`src/rtl/fifo_pkg.sv`:
```
`default_nettype none
// ---------------------------------------------------------------------------
// | Module   : fifo_pkg                                                     |
// | Desc     : Shared FIFO defaults and the occupancy-counter width helper. |
// | Revision : 1.0 - initial release                                        |
// ---------------------------------------------------------------------------
package fifo_pkg;

   localparam int DEF_DAT_WIDTH  = 10;
   localparam int DEF_ADDR_WIDTH = 4;

   // The counter needs one extra bit so that "full" (== DEPTH) is representable
   function automatic int count_width(input int addr_width);
      return addr_width + 1;
   endfunction

endpackage : fifo_pkg
`default_nettype wire

```
`src/rtl/fifo_ram.sv`:
```
`default_nettype none
// ---------------------------------------------------------------------------
// | Module   : fifo_ram                                                     |
// | Desc     : DEPTH x DAT_WIDTH register array, one synchronous write port |
// |            and one registered, read-enabled read port.                  |
// | Revision : 1.0 - initial release                                        |
// ---------------------------------------------------------------------------
module fifo_ram
   import fifo_pkg::*;
#(
   parameter int DAT_WIDTH  = DEF_DAT_WIDTH,
   parameter int ADDR_WIDTH = DEF_ADDR_WIDTH
) (
   input  logic                  clk,
   input  logic                  rst,
   input  logic                  we,
   input  logic [ADDR_WIDTH-1:0] waddr,
   input  logic [DAT_WIDTH-1:0]  wdata,
   input  logic                  re,
   input  logic [ADDR_WIDTH-1:0] raddr,
   output logic [DAT_WIDTH-1:0]  rdata
);

   localparam int c_DEPTH = 2 ** ADDR_WIDTH;

   logic [DAT_WIDTH-1:0] r_mem [0:c_DEPTH-1];
   logic [DAT_WIDTH-1:0] r_rdata;

   // Storage is deliberately not reset; logical emptiness lives in the counter
   always_ff @(posedge clk) begin
      if (we) begin
         r_mem[waddr] <= wdata;
      end
   end

   // Output register only moves on an accepted read, otherwise it holds
   always_ff @(posedge clk or posedge rst) begin
      if (rst) begin
         r_rdata <= '0;
      end else if (re) begin
         r_rdata <= r_mem[raddr];
      end
   end

   assign rdata = r_rdata;

endmodule : fifo_ram
`default_nettype wire

```
`src/rtl/fifo_sync_param.sv`:
```
`default_nettype none
// ---------------------------------------------------------------------------
// | Module   : fifo_sync_param                                              |
// | Desc     : Parametrised single-clock FIFO with occupancy count,         |
// |            almost flags, read-valid strobe, sticky error flags and a    |
// |            synchronous clear.                                           |
// | Revision : 1.0 - initial release                                        |
// ---------------------------------------------------------------------------
module fifo_sync_param
   import fifo_pkg::*;
#(
   parameter int DAT_WIDTH  = DEF_DAT_WIDTH,
   parameter int ADDR_WIDTH = DEF_ADDR_WIDTH,
   parameter int AF_LEVEL   = (2 ** ADDR_WIDTH) - 2,
   parameter int AE_LEVEL   = 2
) (
   input  logic                    Pclk,
   input  logic                    rst,
   input  logic                    clr,
   input  logic                    wr,
   input  logic [DAT_WIDTH-1:0]    data_in,
   input  logic                    rd,
   output logic [DAT_WIDTH-1:0]    data_out,
   output logic                    rd_valid,
   output logic                    empty,
   output logic                    full,
   output logic                    almost_empty,
   output logic                    almost_full,
   output logic [ADDR_WIDTH:0]     count,
   output logic                    overflow,
   output logic                    underflow
);

   localparam int                  c_CNT_W   = count_width(ADDR_WIDTH);
   localparam logic [c_CNT_W-1:0]  c_DEPTH   = c_CNT_W'(2 ** ADDR_WIDTH);
   localparam logic [c_CNT_W-1:0]  c_AF      = c_CNT_W'(AF_LEVEL);
   localparam logic [c_CNT_W-1:0]  c_AE      = c_CNT_W'(AE_LEVEL);
   localparam logic [c_CNT_W-1:0]  c_CNT_ONE = c_CNT_W'(1);
   localparam logic [ADDR_WIDTH-1:0] c_PTR_ONE = ADDR_WIDTH'(1);

   logic [ADDR_WIDTH-1:0] r_wr_ptr;
   logic [ADDR_WIDTH-1:0] r_rd_ptr;
   logic [c_CNT_W-1:0]    r_count;
   logic                  r_overflow;
   logic                  r_underflow;
   logic                  r_rd_valid;

   logic                  w_empty;
   logic                  w_full;
   logic                  w_wr_ok;
   logic                  w_rd_ok;

   // Flags decode the registered count so they move on the same edge as count
   assign w_empty = (r_count == '0);
   assign w_full  = (r_count == c_DEPTH);

   // clr outranks both requests so that a write in the clear cycle is dropped
   assign w_wr_ok = wr & ~w_full  & ~clr;
   assign w_rd_ok = rd & ~w_empty & ~clr;

   // Pointers wrap naturally at ADDR_WIDTH bits; count alone decides full/empty
   always_ff @(posedge Pclk or posedge rst) begin
      if (rst) begin
         r_wr_ptr <= '0;
         r_rd_ptr <= '0;
      end else if (clr) begin
         r_wr_ptr <= '0;
         r_rd_ptr <= '0;
      end else begin
         if (w_wr_ok) r_wr_ptr <= r_wr_ptr + c_PTR_ONE;
         if (w_rd_ok) r_rd_ptr <= r_rd_ptr + c_PTR_ONE;
      end
   end

   // Occupancy: a simultaneous accepted read and write cancel out
   always_ff @(posedge Pclk or posedge rst) begin
      if (rst) begin
         r_count <= '0;
      end else if (clr) begin
         r_count <= '0;
      end else begin
         case ({w_wr_ok, w_rd_ok})
            2'b10:   r_count <= r_count + c_CNT_ONE;
            2'b01:   r_count <= r_count - c_CNT_ONE;
            default: r_count <= r_count;
         endcase
      end
   end

   // Sticky error flags and the read-valid strobe
   always_ff @(posedge Pclk or posedge rst) begin
      if (rst) begin
         r_overflow  <= 1'b0;
         r_underflow <= 1'b0;
         r_rd_valid  <= 1'b0;
      end else if (clr) begin
         r_overflow  <= 1'b0;
         r_underflow <= 1'b0;
         r_rd_valid  <= 1'b0;
      end else begin
         if (wr & w_full)  r_overflow  <= 1'b1;
         if (rd & w_empty) r_underflow <= 1'b1;
         r_rd_valid <= w_rd_ok;
      end
   end

   fifo_ram #(
      .DAT_WIDTH  (DAT_WIDTH),
      .ADDR_WIDTH (ADDR_WIDTH)
   ) u_ram (
      .clk   (Pclk),
      .rst   (rst),
      .we    (w_wr_ok),
      .waddr (r_wr_ptr),
      .wdata (data_in),
      .re    (w_rd_ok),
      .raddr (r_rd_ptr),
      .rdata (data_out)
   );

   assign rd_valid     = r_rd_valid;
   assign empty        = w_empty;
   assign full         = w_full;
   assign almost_empty = (r_count <= c_AE);
   assign almost_full  = (r_count >= c_AF);
   assign count        = r_count;
   assign overflow     = r_overflow;
   assign underflow    = r_underflow;

endmodule : fifo_sync_param
`default_nettype wire

```
`config.mk`:
```
export PLATFORM = sky130hd
export DESIGN_NAME = fifo_sync_param
export DESIGN_NICKNAME = d
export VERILOG_FILES = /design/src/rtl/fifo_pkg.sv /design/src/rtl/fifo_ram.sv /design/src/rtl/fifo_sync_param.sv
export SDC_FILE = /design/constraint.sdc
export NUM_CORES = 1
export LEC_CHECK = 0
export CELL_PAD_IN_SITES_DETAIL_PLACEMENT = 1
export CELL_PAD_IN_SITES_GLOBAL_PLACEMENT = 2
export CORE_UTILIZATION = 40
export DETAILED_ROUTE_END_ITERATION = 7
export PLACE_DENSITY_LB_ADDON = 0.1
export SLEW_MARGIN = 20
export SYNTH_ARGS = -nofsm -noshare
export SYNTH_HDL_FRONTEND = slang
export SYNTH_SLANG_ARGS = --single-unit
```
`constraint.sdc`:
```
create_clock -name Pclk -period 3.9 [get_ports Pclk]
set_clock_uncertainty 0.05 [all_clocks]
set_input_delay 0.585 -clock Pclk [delete_from_list [all_inputs] [get_ports Pclk]]
set_output_delay 0.585 -clock Pclk [all_outputs]
set_load 0.005 [all_outputs]
```
== After elaboration in Yosys (flattened, before gate mapping) ==
Memory sizes are Yosys's and may differ from the RTL's. A register that Yosys moved wholly into a read port is not among the register bits.
Index checks and enable logic that the tools add are counted.

* Register bits after elaboration: 16
* Bits in writable memories: 160
* Input bits: 15
* Output and inout bits: 22
* Logic and storage cells: 44
* Memories kept: 1

{| class="wikitable"
|+ Memory list
! memory !! words !! width !! rd ports !! clocked after memory_dff !! wr ports !! RTL line !! text
|-
| u_ram.r_mem || 16 || 10 || 1 || 1 || 1 || fifo_ram.sv:26 || <nowiki>logic [DAT_WIDTH-1:0] r_mem [0:c_DEPTH-1];</nowiki>
|}

* Add/subtract/negate cells: 4
* Order comparisons: 2
* Eq/ne operators: 3
* Multiplexer cells: 13
* Bitwise gates (word level): 9
* Reduce and logical (&&, ||, !) cells: 6

{| class="wikitable"
|+ Operators with widths
! kind !! number
|-
| $mux W4 || 4
|-
| $pmux W5 S2 || 1
|-
| $add A4 B1 Y4 const B || 2
|-
| $reduce_bool A2 Y1 || 4
|-
| $mux W1 || 7
|-
| $and A1 B1 Y1 || 6
|-
| $add A5 B1 Y5 const B || 1
|-
| $eq A5 B5 Y1 const B || 1
|-
| $ge A5 B4 Y1 const B || 1
|-
| $le A5 B2 Y1 const B || 1
|-
| $logic_not A5 Y1 || 1
|-
| $mux W5 || 1
|-
| $sub A5 B1 Y5 const B || 1
|-
| $not A1 Y1 || 3
|-
| $reduce_bool A3 Y1 || 1
|-
| $eq A2 B1 Y1 const B || 1
|-
| $eq A2 B2 Y1 const B || 1
|}

== Logic depth before layout (Yosys ltp) ==
* Depth after elaboration: 7
* Gate-level depth with buffers: 10
* Mapped depth without buffers: 9

== Hierarchy ==
From an unflattened synthesis, not the netlist that was laid out.

* Cells, all modules: 401
* Area total of the unflattened synthesis: 7702.4 um2

{| class="wikitable"
|+ Modules (own cells, without submodules)
! module !! times used !! cells an instance !! area an instance (um2) !! seq. area each (um2)
|-
| fifo_ram || 1 || 291 || 6698.9 || 5054.8
|-
| fifo_sync_param || 1 || 110 || 1003.5 || 400.4
|}

== Worst setup path before layout ==
Ideal clock, no wire load.

* Path kind: input-to-reg
* Start: input wr
* End: memory u_ram.r_mem[3][0] (netlist name), enable pin
* Library setup time: 404 ps
* Arrival time: 2592 ps
* Required time: 3446 ps
* Path slack: 854 ps
* Stages: 5
* Buffers on the path: 2
* Cells stage by stage: clkbuf_1 > a21boi_0 > clkbuf_1 > nand2_1 > nor4_1

* Word-level cells in the longest chain between the ends: 4

{| class="wikitable"
|+ Ends and longest elaborated chain
! element !! RTL line !! text
|-
| start, declared || fifo_sync_param.sv:20 || <nowiki>input logic wr,</nowiki>
|-
| $and A1 B1 Y1 (2 in a row) || fifo_sync_param.sv:58 || <nowiki>assign w_wr_ok = wr & ~w_full & ~clr;</nowiki>
|-
| $mux W1 || fifo_ram.sv:31 || <nowiki>if (we) begin</nowiki>
|-
| $mux W1 (not written as such) || fifo_ram.sv:32 || <nowiki>r_mem[waddr] <= wdata;</nowiki>
|-
| end, declared || fifo_ram.sv:26 ||
|}

Every way passes these cells.

== Worst setup path in the final report ==
* Start: register r_count[1], in the netlist count[1]
* End: output empty

* Word-level cells in the longest chain between the ends: 1

{| class="wikitable"
|+ Ends and longest elaborated chain
! element !! RTL line !! text
|-
| start, declared || fifo_sync_param.sv:43 || <nowiki>logic [c_CNT_W-1:0] r_count;</nowiki>
|-
| start signal, assigned || fifo_sync_param.sv:83 || <nowiki>2'b10: r_count <= r_count + c_CNT_ONE;</nowiki>
|-
| start signal, assigned || fifo_sync_param.sv:84 || <nowiki>2'b01: r_count <= r_count - c_CNT_ONE;</nowiki>
|-
| start signal, assigned || fifo_sync_param.sv:85 || <nowiki>default: r_count <= r_count;</nowiki>
|-
| $logic_not A5 Y1 || fifo_sync_param.sv:54 || <nowiki>assign w_empty = (r_count == '0);</nowiki>
|-
| end, declared || fifo_sync_param.sv:25 || <nowiki>output logic empty,</nowiki>
|}

Every way passes these cells.

==> results.cfg <==
[outcome]
status = completed

[job]
maxCapViolCount = 0

[floorplan]
core_area_sq_um = 18300
die-area_sq_um = 19500
io_pins = 37
initial_core_util_pct = 41.4
die_w_microns = 139
rows = 49
die_h_microns = 139

[min_path]
min_path_type = flip-flop to flip-flop

[pwr]
p_leak_nw = 2.87
ir_worst_vdd_mv = 0.312
p_total_mw = 5.23
p_per_area_nw_per_um2 = 596

[sta]
slew_viol_final = 0
worstMarginPinSlew_ps = 841
final.setup.worst_slack_ps = 862
grt_setup_unrepaired = false
finalSetupViolCount = 0
finalCritPeriodShare_pct = 77.9
setup_tns_ps = 0
finalHoldViolCount = 0
relSlewSlack_pct = 44.0
min_period_ps = 3040
fmax_mhz = 329

[logic_synthesis]
synth_seq_cells = 186
syn_avg_cell_area_sq_um = 19.9
synth_area_sq_um = 7560
synth-warning-count = 0
syn_nets = 402
synth_top_area_share_pct = 63.6
syn-instance-count = 380
synth_top_cell_by_area = edfxtp_1
yosysSeqAreaShare_pct = 72.2
synth_cell_types = 45
synthTopCellsByArea = edfxtp_1, mux4_2, dfrtp_1

[clock_network]
cts_hold_buf = 0
path_clk_slew_ps = 70
cts_setup_buffers = 0
clkSinkCount = 186
clk_path_buf_depth = 2
ctsResizeCount = 0
cts_tree = built
cts_buffers = 17
cts_root_buf = clkbuf_16
insertion_delay_ps = 430
cts_htree_levels = 4

[route]
drtIter0Drc = 209
viasPerCell = 5.42
drtAntennaViolNets = 0
routed_wl_microns = 15400
wl_per_cell_microns = 23.2
wl_met2_microns = 6980
wl_met3_microns = 452
vias = 3596
maxUsedRoutingLayer = met4
drc_errors = 0
wl_met1_microns = 7720
first_pass_iters = 4

[placed_design]
gp_congestion = 0.752
dp_worst_setup_slack_ps = 583
io_buffers = 36
hpwl_microns = 10000

[grt]
grt_max_degree = 31
grt_pass1_wl_microns = 24100
grt_overflow = 0
grt_antenna_before_repair = 0
grt.total_usage_pct = 17.2
grt_pass1_vias = 3867

[worst_setup_path]
start_kind = flip-flop
crit_fanout = 11
arrival_ps = 2400
cp_cell_sequence = or4_1 -> nor2_1 -> clkdlybuf4s50_1
crit_type = flip-flop to output pin
crit_required_ps = 3260
cp-end-kind = output pin
crit_path_max_incr_delay_ps = 690
critPathSlowestCell = or4_1

[layout]
final_core_util_pct = 48.0
antenna_cells = 0
drive_gt1_share_pct = 25.6
final_nets = 443
area_growth_pct = 16.0
[placed cells by master, fill, tap and decap left out, drive strengths merged, types with 4 or more instances in the layout]
cell and instances:
a21oi 4, and2 13, buf 10, clkbuf 18, clkdlybuf4s50 36, dfrtp 26
edfxtp 160, ha 7, inv 13, mux2 10, mux2i 5, mux4 50
nand2 4, nor2 19, nor3 8, o21ai 5, xor2 5
[power breakdown]
part | internal (mW) | total, mW | switching [mW]
combinational | 0.581 | 1.02 | 0.440
clock | 1.03 | 1.81 | 0.779
sequential | 2.27 | 2.40 | 0.126
total | 3.88 | 5.23 | 1.34
[layer usage]
| layer | GRT usage (%) | vias up |
|---|---|---|
| li1 | - | 1608 |
| met1 | 25.5 | 1908 |
| met2 | 25.6 | 65 |
| met3 | 3.20 | 15 |
| met4 | 5.61 | 0 |
| met5 | 0 | - |
[critical path: cells and delay by family (launching register included)]
kind                   cells  cell delay, ps
flip-flops                 1             530
buffers and inverters      1             540
AND/OR/NAND/NOR            2             910
[area by class of cell]
class | count | area, sq um
clock inverter | 14 | 184
clock buffer | 18 | 429
sequential | 186 | 5460
timing repair buffer | 46 | 435
multi-input combinational | 164 | 1960
fill | 1694 | 9500
inverter | 6 | 22.5
tap | 229 | 287
[cells by family (layout without fill, tap and decap cells)]
kind of cell / count (synthesis) / in the layout / synth area share, %
and+or+nand+nor: 67 / 67 / 5.05
xor gates and xnor gates: 7 / 7 / 0.811
AOI/OAI and AO/OA: 18 / 18 / 1.67
DFF: 186 / 186 / 72.2
muxes: 65 / 65 / 17.0
buffers and inverters: 30 / 84 / 2.10
adders and majority gates: 7 / 7 / 1.16
[worst paths after layout]
check                          start        endpoint  slack (ps)  cells past startpoint
max reg2reg                 count[1]        count[4]        1220                      9
min                        underflow       underflow         450                      2
min reg2reg                underflow       underflow         450                      2
min in group asynchronous        rst  u_ram.rdata[2]         490                      2
max in group asynchronous        rst     r_rd_ptr[2]        2870                      2
max                         count[1]           empty         860                      3
[cell usage after synthesis, drive strengths merged]
| cell type | instances |
|---|---|
| or4 | 1 |
| and3 | 1 |
| nand4b | 1 |
| o211ai | 1 |
| xnor2 | 2 |
| clkbuf | 13 |
| a21oi | 4 |
| clkdlybuf4s25 | 1 |
| ha | 7 |
| o21ai | 5 |
| and2 | 13 |
| nor3 | 8 |
| a31o | 1 |
| nor3b | 3 |
| nand4 | 1 |
| nor2b | 2 |
| o22a | 1 |
| or3 | 2 |
| a21boi | 3 |
| nor4 | 3 |
| nand2b | 2 |
| mux2 | 10 |
| dfrtp | 26 |
| xor2 | 5 |
| a21o | 1 |
| mux2i | 5 |
| nor4b | 1 |
| inv | 6 |
| or2 | 1 |
| edfxtp | 160 |
| mux4 | 50 |
| or3b | 1 |
| o221ai | 1 |
| buf | 10 |
| nand3b | 1 |
| nand2 | 4 |
| a2111oi | 1 |
| nand3 | 3 |
| nor2 | 19 |
[stage by stage]
step	hold WS [ps]	cell area, sq um	instances
finish	452	8770	663
global route	476	8770	663
CTS	459	8770	663
detailed placement	442	8160	631
global placement	435	8160	631
floorplan	436	7560	380
[state kept, by name, indices dropped and copies added (netlist names)]
register	count
r_wr_ptr	4
u_ram.rdata	10
underflow	1
overflow	1
u_ram.r_mem	160
rd_valid	1
count	5
r_rd_ptr	4
(Power assumes the default switching activity.)
